### src/rtl/adc_config_cmdq_if.sv
// AXI4-Lite subordinate bundle for the ADC config/command block.
// Master drives requests, slave returns ready/response.
`timescale 1ns/1ps
interface adc_config_cmdq_if;
  logic [31:0] awaddr;
  logic [2:0]  awprot;
  logic        awvalid;
  logic        awready;
  logic [31:0] wdata;
  logic [3:0]  wstrb;
  logic        wvalid;
  logic        wready;
  logic [1:0]  bresp;
  logic        bvalid;
  logic        bready;
  logic [31:0] araddr;
  logic [2:0]  arprot;
  logic        arvalid;
  logic        arready;
  logic [31:0] rdata;
  logic [1:0]  rresp;
  logic        rvalid;
  logic        rready;

  modport master (
    output awaddr, awprot, awvalid,
    output wdata, wstrb, wvalid,
    output bready,
    output araddr, arprot, arvalid,
    output rready,
    input  awready, wready,
    input  bresp, bvalid,
    input  arready,
    input  rdata, rresp, rvalid
  );

  modport slave (
    input  awaddr, awprot, awvalid,
    input  wdata, wstrb, wvalid,
    input  bready,
    input  araddr, arprot, arvalid,
    input  rready,
    output awready, wready,
    output bresp, bvalid,
    output arready,
    output rdata, rresp, rvalid
  );
endinterface

### src/rtl/adc_config_cmdq.sv
// ADC front-end register block: CFG words, status, and a
// host command FIFO streamed out over AXI-Stream.
`timescale 1ns/1ps
module adc_config_cmdq #(
  parameter int NUM_CFG    = 2,
  parameter int FIFO_DEPTH = 8,
  parameter int ADDR_WIDTH = 8
) (
  input  logic                   aclk,
  input  logic                   aresetn,
  adc_config_cmdq_if.slave       s_axi_lite,
  output logic [32*NUM_CFG-1:0]  cfg_o,
  input  logic [31:0]            status_i,
  output logic                   adc_resetn_o,
  output logic                   dma_resetn_o,
  output logic                   packetizer_resetn_o,
  output logic [4:0]             en_o,
  output logic [31:0]            m_axis_tdata_o,
  output logic                   m_axis_tvalid_o,
  input  logic                   m_axis_tready_i
);

  localparam int IW = ADDR_WIDTH - 2;
  localparam int PW = $clog2(FIFO_DEPTH);
  localparam int CW = PW + 1;
  localparam logic [1:0] OKAY   = 2'b00;
  localparam logic [1:0] SLVERR = 2'b10;

  function automatic int cfg_word(input int k);
    return (k == 0) ? 0 : k + 3;
  endfunction

  function automatic logic is_cfg(input int i);
    return (i == 0) || (i >= 4 && i < NUM_CFG + 3);
  endfunction

  function automatic logic [31:0] bmask(
    input logic [31:0] old,
    input logic [31:0] d,
    input logic [3:0]  s
  );
    logic [31:0] r;
    r = old;
    for (int b = 0; b < 4; b++)
      if (s[b]) r[8*b +: 8] = d[8*b +: 8];
    return r;
  endfunction

  logic                    awready_q, awready_d;
  logic                    wready_q, wready_d;
  logic                    aw_got_q, aw_got_d;
  logic                    w_got_q, w_got_d;
  logic [IW-1:0]           awaddr_q;
  logic [31:0]             wdata_q;
  logic [3:0]              wstrb_q;
  logic                    bvalid_q, bvalid_d;
  logic [1:0]              bresp_q, bresp_d;
  logic                    arready_q, arready_d;
  logic                    rvalid_q, rvalid_d;
  logic [31:0]             rdata_q, rdata_d;
  logic [1:0]              rresp_q, rresp_d;
  logic [NUM_CFG-1:0][31:0] cfg_q, cfg_d;
  logic [31:0]             mem_q [FIFO_DEPTH];
  logic [PW-1:0]           wptr_q, rptr_q;
  logic [CW-1:0]           count_q, count_d;
  logic                    ovf_q, ovf_d;

  logic          aw_fire, w_fire, ar_fire;
  logic          aw_have, w_have, wr_commit;
  logic [IW-1:0] wr_idx, rd_idx;
  logic [31:0]   wr_data, qstat;
  logic [3:0]    wr_strb;
  int            wr_i, rd_i;
  logic          full, empty, pop, push;
  logic          cmd_req, ovf_set, qclr;

  assign full  = count_q == CW'(FIFO_DEPTH);
  assign empty = count_q == '0;
  assign pop   = !empty && m_axis_tready_i;
  assign qstat = {ovf_q, 13'd0, full, empty, 16'(count_q)};

  always_comb begin
    aw_fire   = s_axi_lite.awvalid && awready_q;
    w_fire    = s_axi_lite.wvalid && wready_q;
    aw_have   = aw_got_q || aw_fire;
    w_have    = w_got_q || w_fire;
    wr_commit = aw_have && w_have;
    wr_idx    = aw_fire ? s_axi_lite.awaddr[ADDR_WIDTH-1:2]
                        : awaddr_q;
    wr_data   = w_fire ? s_axi_lite.wdata : wdata_q;
    wr_strb   = w_fire ? s_axi_lite.wstrb : wstrb_q;
    wr_i      = int'(wr_idx);
    aw_got_d  = aw_have && !wr_commit;
    w_got_d   = w_have && !wr_commit;
    bvalid_d  = wr_commit || (bvalid_q && !s_axi_lite.bready);
    // Readies stay low from own handshake until B completes.
    awready_d = !aw_got_d && !bvalid_d;
    wready_d  = !w_got_d && !bvalid_d;
  end

  always_comb begin
    cmd_req = wr_commit && (wr_i == 2);
    push    = cmd_req && (!full || pop);
    ovf_set = cmd_req && full && !pop;
    qclr    = wr_commit && (wr_i == 3)
              && wr_strb[3] && wr_data[31];
    ovf_d   = ovf_set || (ovf_q && !qclr);
    count_d = count_q;
    unique case ({push, pop})
      2'b10:   count_d = count_q + CW'(1);
      2'b01:   count_d = count_q - CW'(1);
      default: count_d = count_q;
    endcase
    bresp_d = bresp_q;
    if (wr_commit) begin
      if (!(wr_i <= 3 || is_cfg(wr_i)) || wr_i == 1 || ovf_set)
        bresp_d = SLVERR;
      else
        bresp_d = OKAY;
    end
    cfg_d = cfg_q;
    for (int k = 0; k < NUM_CFG; k++)
      if (wr_commit && wr_i == cfg_word(k))
        cfg_d[k] = bmask(cfg_q[k], wr_data, wr_strb);
  end

  always_comb begin
    ar_fire   = s_axi_lite.arvalid && arready_q;
    rvalid_d  = ar_fire || (rvalid_q && !s_axi_lite.rready);
    arready_d = !rvalid_d;
    rd_idx    = s_axi_lite.araddr[ADDR_WIDTH-1:2];
    rd_i      = int'(rd_idx);
    rdata_d   = rdata_q;
    rresp_d   = rresp_q;
    if (ar_fire) begin
      rdata_d = '0;
      rresp_d = OKAY;
      unique case (1'b1)
        rd_i == 1:    rdata_d = status_i;
        rd_i == 2:    rdata_d = '0;
        rd_i == 3:    rdata_d = qstat;
        is_cfg(rd_i): begin
          for (int k = 0; k < NUM_CFG; k++)
            if (rd_i == cfg_word(k)) rdata_d = cfg_q[k];
        end
        default:      rresp_d = SLVERR;
      endcase
    end
  end

  always_ff @(posedge aclk or negedge aresetn) begin
    if (!aresetn) begin
      awready_q <= 1'b0;
      wready_q  <= 1'b0;
      aw_got_q  <= 1'b0;
      w_got_q   <= 1'b0;
      awaddr_q  <= '0;
      wdata_q   <= '0;
      wstrb_q   <= '0;
      bvalid_q  <= 1'b0;
      bresp_q   <= OKAY;
      arready_q <= 1'b0;
      rvalid_q  <= 1'b0;
      rdata_q   <= '0;
      rresp_q   <= OKAY;
      cfg_q     <= '0;
      for (int i = 0; i < FIFO_DEPTH; i++) mem_q[i] <= '0;
      wptr_q    <= '0;
      rptr_q    <= '0;
      count_q   <= '0;
      ovf_q     <= 1'b0;
    end else begin
      awready_q <= awready_d;
      wready_q  <= wready_d;
      aw_got_q  <= aw_got_d;
      w_got_q   <= w_got_d;
      if (aw_fire) awaddr_q <= s_axi_lite.awaddr[ADDR_WIDTH-1:2];
      if (w_fire) begin
        wdata_q <= s_axi_lite.wdata;
        wstrb_q <= s_axi_lite.wstrb;
      end
      bvalid_q  <= bvalid_d;
      bresp_q   <= bresp_d;
      arready_q <= arready_d;
      rvalid_q  <= rvalid_d;
      rdata_q   <= rdata_d;
      rresp_q   <= rresp_d;
      cfg_q     <= cfg_d;
      if (push) begin
        mem_q[wptr_q] <= wr_data;
        wptr_q        <= wptr_q + PW'(1);
      end
      if (pop) rptr_q <= rptr_q + PW'(1);
      count_q   <= count_d;
      ovf_q     <= ovf_d;
    end
  end

  assign s_axi_lite.awready = awready_q;
  assign s_axi_lite.wready  = wready_q;
  assign s_axi_lite.bvalid  = bvalid_q;
  assign s_axi_lite.bresp   = bresp_q;
  assign s_axi_lite.arready = arready_q;
  assign s_axi_lite.rvalid  = rvalid_q;
  assign s_axi_lite.rdata   = rdata_q;
  assign s_axi_lite.rresp   = rresp_q;

  assign cfg_o               = cfg_q;
  assign adc_resetn_o        = cfg_q[0][0] & aresetn;
  assign dma_resetn_o        = cfg_q[0][1] & aresetn;
  assign packetizer_resetn_o = cfg_q[0][2] & aresetn;
  assign en_o                = cfg_q[0][7:3];
  assign m_axis_tdata_o      = mem_q[rptr_q];
  assign m_axis_tvalid_o     = !empty;

  logic unused_bits;
  assign unused_bits = ^{s_axi_lite.awprot, s_axi_lite.arprot,
                         s_axi_lite.awaddr[31:ADDR_WIDTH],
                         s_axi_lite.awaddr[1:0],
                         s_axi_lite.araddr[31:ADDR_WIDTH],
                         s_axi_lite.araddr[1:0]};

endmodule

### src/flat_wrapper.sv
// flat-port wrapper written by rule: the top's interface ports become plain ports
module adc_config_cmdq_flat 
#(
  parameter int NUM_CFG    = 2,
  parameter int FIFO_DEPTH = 8,
  parameter int ADDR_WIDTH = 8
)
  (aclk, aresetn, cfg_o, status_i, adc_resetn_o, dma_resetn_o, packetizer_resetn_o, en_o, m_axis_tdata_o, m_axis_tvalid_o, m_axis_tready_i, s_axi_lite_awaddr, s_axi_lite_awprot, s_axi_lite_awvalid, s_axi_lite_wdata, s_axi_lite_wstrb, s_axi_lite_wvalid, s_axi_lite_bready, s_axi_lite_araddr, s_axi_lite_arprot, s_axi_lite_arvalid, s_axi_lite_rready, s_axi_lite_awready, s_axi_lite_wready, s_axi_lite_bresp, s_axi_lite_bvalid, s_axi_lite_arready, s_axi_lite_rdata, s_axi_lite_rresp, s_axi_lite_rvalid);
  adc_config_cmdq_if s_axi_lite_i ();
  input  logic aclk;
  input  logic aresetn;
  output logic [32*NUM_CFG-1:0] cfg_o;
  input  logic [31:0] status_i;
  output logic adc_resetn_o;
  output logic dma_resetn_o;
  output logic packetizer_resetn_o;
  output logic [4:0] en_o;
  output logic [31:0] m_axis_tdata_o;
  output logic m_axis_tvalid_o;
  input  logic m_axis_tready_i;
  input wire logic [$bits(s_axi_lite_i.awaddr)-1:0] s_axi_lite_awaddr;
  input wire logic [$bits(s_axi_lite_i.awprot)-1:0] s_axi_lite_awprot;
  input wire logic [$bits(s_axi_lite_i.awvalid)-1:0] s_axi_lite_awvalid;
  input wire logic [$bits(s_axi_lite_i.wdata)-1:0] s_axi_lite_wdata;
  input wire logic [$bits(s_axi_lite_i.wstrb)-1:0] s_axi_lite_wstrb;
  input wire logic [$bits(s_axi_lite_i.wvalid)-1:0] s_axi_lite_wvalid;
  input wire logic [$bits(s_axi_lite_i.bready)-1:0] s_axi_lite_bready;
  input wire logic [$bits(s_axi_lite_i.araddr)-1:0] s_axi_lite_araddr;
  input wire logic [$bits(s_axi_lite_i.arprot)-1:0] s_axi_lite_arprot;
  input wire logic [$bits(s_axi_lite_i.arvalid)-1:0] s_axi_lite_arvalid;
  input wire logic [$bits(s_axi_lite_i.rready)-1:0] s_axi_lite_rready;
  output wire logic [$bits(s_axi_lite_i.awready)-1:0] s_axi_lite_awready;
  output wire logic [$bits(s_axi_lite_i.wready)-1:0] s_axi_lite_wready;
  output wire logic [$bits(s_axi_lite_i.bresp)-1:0] s_axi_lite_bresp;
  output wire logic [$bits(s_axi_lite_i.bvalid)-1:0] s_axi_lite_bvalid;
  output wire logic [$bits(s_axi_lite_i.arready)-1:0] s_axi_lite_arready;
  output wire logic [$bits(s_axi_lite_i.rdata)-1:0] s_axi_lite_rdata;
  output wire logic [$bits(s_axi_lite_i.rresp)-1:0] s_axi_lite_rresp;
  output wire logic [$bits(s_axi_lite_i.rvalid)-1:0] s_axi_lite_rvalid;
  assign s_axi_lite_i.awaddr = s_axi_lite_awaddr;
  assign s_axi_lite_i.awprot = s_axi_lite_awprot;
  assign s_axi_lite_i.awvalid = s_axi_lite_awvalid;
  assign s_axi_lite_i.wdata = s_axi_lite_wdata;
  assign s_axi_lite_i.wstrb = s_axi_lite_wstrb;
  assign s_axi_lite_i.wvalid = s_axi_lite_wvalid;
  assign s_axi_lite_i.bready = s_axi_lite_bready;
  assign s_axi_lite_i.araddr = s_axi_lite_araddr;
  assign s_axi_lite_i.arprot = s_axi_lite_arprot;
  assign s_axi_lite_i.arvalid = s_axi_lite_arvalid;
  assign s_axi_lite_i.rready = s_axi_lite_rready;
  assign s_axi_lite_awready = s_axi_lite_i.awready;
  assign s_axi_lite_wready = s_axi_lite_i.wready;
  assign s_axi_lite_bresp = s_axi_lite_i.bresp;
  assign s_axi_lite_bvalid = s_axi_lite_i.bvalid;
  assign s_axi_lite_arready = s_axi_lite_i.arready;
  assign s_axi_lite_rdata = s_axi_lite_i.rdata;
  assign s_axi_lite_rresp = s_axi_lite_i.rresp;
  assign s_axi_lite_rvalid = s_axi_lite_i.rvalid;
  adc_config_cmdq #(.NUM_CFG(NUM_CFG), .FIFO_DEPTH(FIFO_DEPTH), .ADDR_WIDTH(ADDR_WIDTH)) u_core (.aclk(aclk), .aresetn(aresetn), .s_axi_lite(s_axi_lite_i), .cfg_o(cfg_o), .status_i(status_i), .adc_resetn_o(adc_resetn_o), .dma_resetn_o(dma_resetn_o), .packetizer_resetn_o(packetizer_resetn_o), .en_o(en_o), .m_axis_tdata_o(m_axis_tdata_o), .m_axis_tvalid_o(m_axis_tvalid_o), .m_axis_tready_i(m_axis_tready_i));
endmodule
### config.mk
export PLATFORM = sky130hd
export DESIGN_NAME = adc_config_cmdq_flat
export DESIGN_NICKNAME = d
export VERILOG_FILES = /design/src/rtl/adc_config_cmdq_if.sv /design/src/rtl/adc_config_cmdq.sv /design/src/flat_wrapper.sv
export SDC_FILE = /design/constraint.sdc
export NUM_CORES = 1
export LEC_CHECK = 0
export CAP_MARGIN = 25
export CORE_MARGIN = 1
export CORE_UTILIZATION = 50
export DETAILED_ROUTE_END_ITERATION = 10
export PLACE_DENSITY = 0.75
export SYNTH_ARGS = -nofsm -noshare
export SYNTH_HDL_FRONTEND = slang
export SYNTH_SLANG_ARGS = --single-unit
export TNS_END_PERCENT = 20
### constraint.sdc
create_clock -name aclk -period 4.4 [get_ports aclk]
set_clock_uncertainty 0.1 [all_clocks]
set_input_delay 0.88 -clock aclk [delete_from_list [all_inputs] [get_ports aclk]]
set_output_delay 0.88 -clock aclk [all_outputs]
set_load 0.02 [all_outputs]
==> impl_metrics.ini, run 1 <==
[timing]
worst_pin_slew_ns = 0.871
setup-violations-final = 0
min_period_ns = 3.94
relSlewSlack_pct = 41.9
fmax_mhz = 254
fin_ws_ns = 0.458
rsz0062_at_grt = false
finalHoldViolations = 0
fin_crit_sh_pct = 89.6
setup-tns-final_ns = 0
slew_violations = 0

[floorplanning]
pin_count = 292
rows = 70
start_util_pct = 50.6
die_x_um = 194
core-area_um2 = 36500
die_h_um = 194
dieArea_um2 = 37800

[clocking]
cts_buffers = 43
clock_tree.buffer_depth = 3
ctsHoldBuffers = 0
cts_tree = yes
h-tree-depth = 2
cts-resized-gates = 0
clk_latency_ns = 0.54
post_cts_buffers = 0
clk_pin_slew_ns = 0.06
cts_sinks = 414
cts_root_buffer = clkbuf_16

[cells_and_area]
drive_gt1_share_pct = 37.3
antenna_cells = 0
final_common_cell = dfrtp_1
final_nets = 1638
layout_common_cells = dfrtp_1, mux2_2, clkdlybuf4s50_1
syn_to_final_growth_pct = 23.0

[detailed_routing]
wl_per_cell_um = 22.2
via_per_inst = 5.73
drt_wl_total_mm = 43.9
first_pass_iters = 4
vias = 11359
postRouteAntennaNets = 0
drc = 0
drt-initial-drc-count = 613

[setup_path]
crit_buf_inv = 2
critPathArrivalTime_ns = 2.96
reg2reg_slack_ns = 1.33
path_depth = 4
reg2regPathDepth = 8
start_kind = register
required_ns = 3.42
path_delay_family = buffers and inverters
worstSetupPathType = reg -> out
cp_slowest_cell = dfrtp_4
cp-end-kind = output port
crit_fanout = 16
cp_slowest_stage_delay_ns = 0.65
crit_chain = buf_4, mux4_2, mux2_2, clkdlybuf4s50_1

[grt]
grt_max_degree = 69
met3_usage_pct = 4.04
groute.usage.overall_pct = 24.1
busiest_layer = met2
grt.met1_usage_pct = 35.1
use_met2_pct = 38.3
grt_pass1_wl_mm = 70.1
overflow = 0
grt_pass1_vias = 11924
antenna_found_initial = 0

[synthesis]
syn-cell-area_um2 = 18500
ys_types = 50
yosysWarnings = 0
avgSynthCellArea_um2 = 14.4
ys_ff_latch = 414
async_reset_ff_share_pct = 100
synth_edf_count = 0
yosysTopAreaCell = dfrtp_1
synth_ff_type = dfrtp_1
synth_seq_area_share_pct = 56.0
synthCells = 1280
synth_area_leaders = dfrtp_1, mux2_2, mux4_2
synth_top_area_share_pct = 56.0

[power]
power_per_cell_area_nw_per_um2 = 557
p_leak_uw = 0.0105
irDropWorstVdd_uv = 325

[placement]
place_ws_ns = 0.330
dp_hpwl_mm = 28.5
place_congestion = 0.856
io_buffers = 231

[hold_path]
hp-class = in -> async

[status]
status = finished, final reports clean

[run]
cap_violations = 0
## power by group
part           switching (uW)  leakage, uW  total (uW)  internal [uW]
logic                    2060      0.00423        3920           1860
registers                 603      0.00561        5160           4560
clock network            1420     0.000693        3600           2180
## worst reg2reg max path: stages (launching register included)
cell and delay, ns:
dfrtp_1 0.49, and2_1 0.39, o221ai_1 0.28, nor4b_4 0.40
inv_2 0.09, buf_4 0.19, nor4b_4 0.34, buf_4 0.31
mux2_2 0.37
## stage by stage
stage	power, uW	std cells	util (%)	hold WS (ns)	instance area [um2]
2_1_floorplan	7540	1281	-	0.347	18500
3_3_place_gp	9030	1909	58.4	0.363	21300
3_5_place_dp	9150	1910	58.4	0.369	21300
4_1_cts	12800	1982	62.3	0.193	22700
5_1_grt	13300	1982	62.3	0.197	22700
6_report	12700	1982	62.3	0.166	22700
## registers in the layout, summed over array words and instances (netlist names)
signal	cells
u_core.wstrb_q	4
u_core.s_axi_lite.rvalid	1
u_core.wptr_q	3
u_core.awaddr_q	6
u_core.cfg_o	64
u_core.rptr_q	3
u_core.wdata_q	32
u_core.ovf_q	1
u_core.mem_q	256
u_core.s_axi_lite.awready	1
u_core.s_axi_lite.bresp	1
u_core.s_axi_lite.rdata	32
u_core.s_axi_lite.bvalid	1
u_core.s_axi_lite.wready	1
u_core.count_q	4
u_core.w_got_q	1
u_core.s_axi_lite.arready	1
u_core.aw_got_q	1
u_core.s_axi_lite.rresp	1
## cell type report
class | instances | area [um2]
Inverter | 11 | 41.3
Fill cell | 2703 | 13800
Multi-Input combinational cell | 745 | 7630
Timing Repair Buffer | 272 | 2720
Tap cell | 468 | 586
Clock buffer | 67 | 1330
Sequential cell | 414 | 10400
Clock inverter | 5 | 75.1
## Yosys cell counts (2+ instances only)
cell type / count
nor4b_4: 3
mux2_1: 13
nand3b_1: 4
nor2_2: 3
a211oi_1: 3
or3_1: 2
ha_1: 5
nor2_1: 48
buf_1: 17
mux4_2: 64
xnor2_1: 5
buf_2: 7
dfrtp_1: 414
o21ai_0: 38
buf_6: 3
and2_1: 7
inv_1: 10
nor3_1: 5
a22oi_1: 5
nand2b_1: 4
clkbuf_1: 71
mux2_2: 374
xor2_1: 4
nand4b_1: 2
o221ai_1: 2
and4b_1: 2
a31oi_1: 3
nor2b_1: 2
nand2_1: 52
buf_4: 13
a21oi_1: 39
nor3_2: 2
mux2i_1: 37
## worst paths after layout
check / startpoint / end
max: u_core.rptr_q[0]$_DFFE_PN0P_ / m_axis_tdata_o[5]
min: aresetn / u_core.wdata_q[2]$_DFF_PN0_
max reg2reg: u_core.s_axi_lite.awready$_DFF_PN0_ / u_core.mem_q[118]$_DFFE_PN0P_
min reg2reg: u_core.mem_q[161]$_DFFE_PN0P_ / u_core.mem_q[161]$_DFFE_PN0P_
max in group asynchronous: aresetn / u_core.mem_q[156]$_DFFE_PN0P_
min in group aclk: u_core.mem_q[161]$_DFFE_PN0P_ / u_core.mem_q[161]$_DFFE_PN0P_
## metal layers
metal / up-vias / wire (um)
li1: 5011 / -
met1: 6008 / 20100
met2: 286 / 21100
met3: 54 / 2110
met4: 0 / 660
met5: - / 0
## kinds of logic after synthesis
logic type | synth area share (%)
adder cells (fa/ha/maj) | 0.338
AO/OA/AOI/OAI | 2.85
multiplexers | 33.4
XOR/XNOR | 0.426
AND/OR/NAND/NOR | 4.08
flip-flops | 56.0
buffers and inverters | 2.91
other | 0.0203
(Power assumes the default switching activity.)
==> run 2, diff against run 1 <==
--- a/config.mk
+++ b/config.mk
@@ -6,7 +6,7 @@
 export NUM_CORES = 1
 export LEC_CHECK = 0
 export CAP_MARGIN = 25
-export CORE_MARGIN = 1
+export CORE_MARGIN = 2
 export CORE_UTILIZATION = 50
 export DETAILED_ROUTE_END_ITERATION = 10
 export PLACE_DENSITY = 0.75
==> impl_metrics.ini, run 2 (synthesis results as in run 1) <==
[detailed_routing]
drt-initial-drc-count = 616
drc = 0
vias = 11297
wl_per_cell_um = 22.1
drt_wl_total_mm = 43.8
postRouteAntennaNets = 0
via_per_inst = 5.69
first_pass_iters = 5

[timing]
fin_ws_ns = 0.502
setup-violations-final = 0
slew_violations = 0
rsz0062_at_grt = false
worst_pin_slew_ns = 1.07
finalHoldViolations = 0
setup-tns-final_ns = 0
fmax_mhz = 257
relSlewSlack_pct = 28.9
fin_crit_sh_pct = 88.6
min_period_ns = 3.90

[setup_path]
worstSetupPathType = reg -> out
critPathArrivalTime_ns = 2.92
start_kind = register
crit_fanout = 27
required_ns = 3.42
cp-end-kind = output port

[power]
irDropWorstVdd_uv = 307
power_per_cell_area_nw_per_um2 = 552
sw_frac_of_total_pct = 32.5
p_seq_share_pct = 41.2
p_switching_uw = 4060
p_leak_uw = 0.0105
p_int_uw = 8460
p_clk_share_pct = 27.6
pwr-share-comb_pct = 31.2

[grt]
groute.usage.overall_pct = 23.3
grt_max_degree = 192
antenna_found_initial = 0
grt_pass1_wl_mm = 69.5
grt_pass1_vias = 12091
overflow = 0

[cells_and_area]
largest_reg_flops = 256
drive_gt1_share_pct = 37.5
final_area_um2 = 22700
layout_common_cells = dfrtp_1, mux2_2, clkdlybuf4s50_1
finalNonFillerCells = 1985
final_common_cell = dfrtp_1
syn_to_final_growth_pct = 22.7
regMostFlops = u_core.mem_q
final_nets = 1639
antenna_cells = 0

[floorplanning]
core-area_um2 = 36500
pin_count = 292
dieArea_um2 = 38500
die_x_um = 196
die_h_um = 196
rows = 70
start_util_pct = 50.6

[placement]
dp_hpwl_mm = 29.0
dpl_cell_area_um2 = 21300
place_ws_ns = 0.362
place_congestion = 0.847
dp_cells = 1911
io_buffers = 231

[status]
status = finished, final reports clean

[clocking]
ctsHoldBuffers = 0
cts_buffers = 42
cts-resized-gates = 0
clock_tree.buffer_depth = 3
clk_pin_slew_ns = 0.06
post_cts_buffers = 0
cts_sinks = 414
cts_root_buffer = clkbuf_16
h-tree-depth = 2
cts_tree = yes
clk_latency_ns = 0.53

[hold_path]
hp-class = in -> async

[run]
cap_violations = 0
-- run 2: layout make-up --
type / count / area (um2)
clock inverter: 15 / 129
sequential: 414 / 10400
multi-input combinational: 745 / 7620
inverter: 11 / 41.3
timing repair buffer: 274 / 2740
clock buffer: 58 / 1210
fill: 2738 / 13800
tap: 468 / 586
-- run 2: path summary, 6_finish.rpt --
check | to | slack (ns) | depth (start not counted) | from
setup reg to reg | u_core.count_q[2]$_DFFE_PN0P_ | 1.35 | 11 | u_core.s_axi_lite.awready$_DFF_PN0_
setup / recovery | m_axis_tdata_o[9] | 0.50 | 4 | u_core.rptr_q[0]$_DFFE_PN0P_
hold reg to reg | u_core.s_axi_lite.rdata[4]$_DFFE_PN0P_ | 0.38 | 2 | u_core.s_axi_lite.rdata[4]$_DFFE_PN0P_
min in group aclk | u_core.s_axi_lite.rdata[4]$_DFFE_PN0P_ | 0.38 | 2 | u_core.s_axi_lite.rdata[4]$_DFFE_PN0P_
max in group asynchronous | u_core.wdata_q[16]$_DFF_PN0_ | 2.36 | 4 | aresetn
hold / removal | u_core.wdata_q[1]$_DFF_PN0_ | 0.15 | 1 | aresetn
-- run 2: power by group through the flow --
| stage | combinational, uW | sequential [uW] | clock [uW] |
|---|---|---|---|
| after global routing | 4190 | 5280 | 3700 |
| after floorplan | 2250 | 5290 | 0 |
| final | 3900 | 5160 | 3460 |
| after detailed placement | 3920 | 5230 | 0 |
| after global placement | 3840 | 5190 | 0 |
| after CTS | 3940 | 5160 | 3530 |
-- run 2: metrics by stage --
step                      power (uW)  hold WS (ns)  utilization (%)
after detailed placement        9150         0.370             58.4
after floorplan                 7540         0.347                -
final                          12500         0.154             62.2
after global placement          9030         0.362             58.4
after global routing           13200         0.178             62.2
after CTS                      12600         0.173             62.1
-- run 2: worst max-delay path, stage by stage, from the launching register on --
cell,delay (ns)
dfrtp_4,0.67
buf_12,0.30
mux4_2,0.55
mux2_2,0.29
clkdlybuf4s50_1,0.55
-- run 2: per-layer routing --
metal	track usage, %	up-vias	share of wire, %
met4	5.78	0	1.7
li1	-	5019	-
met3	4.11	42	6.0
met1	32.8	5949	44
met2	37.9	287	48
met5	0	-	0
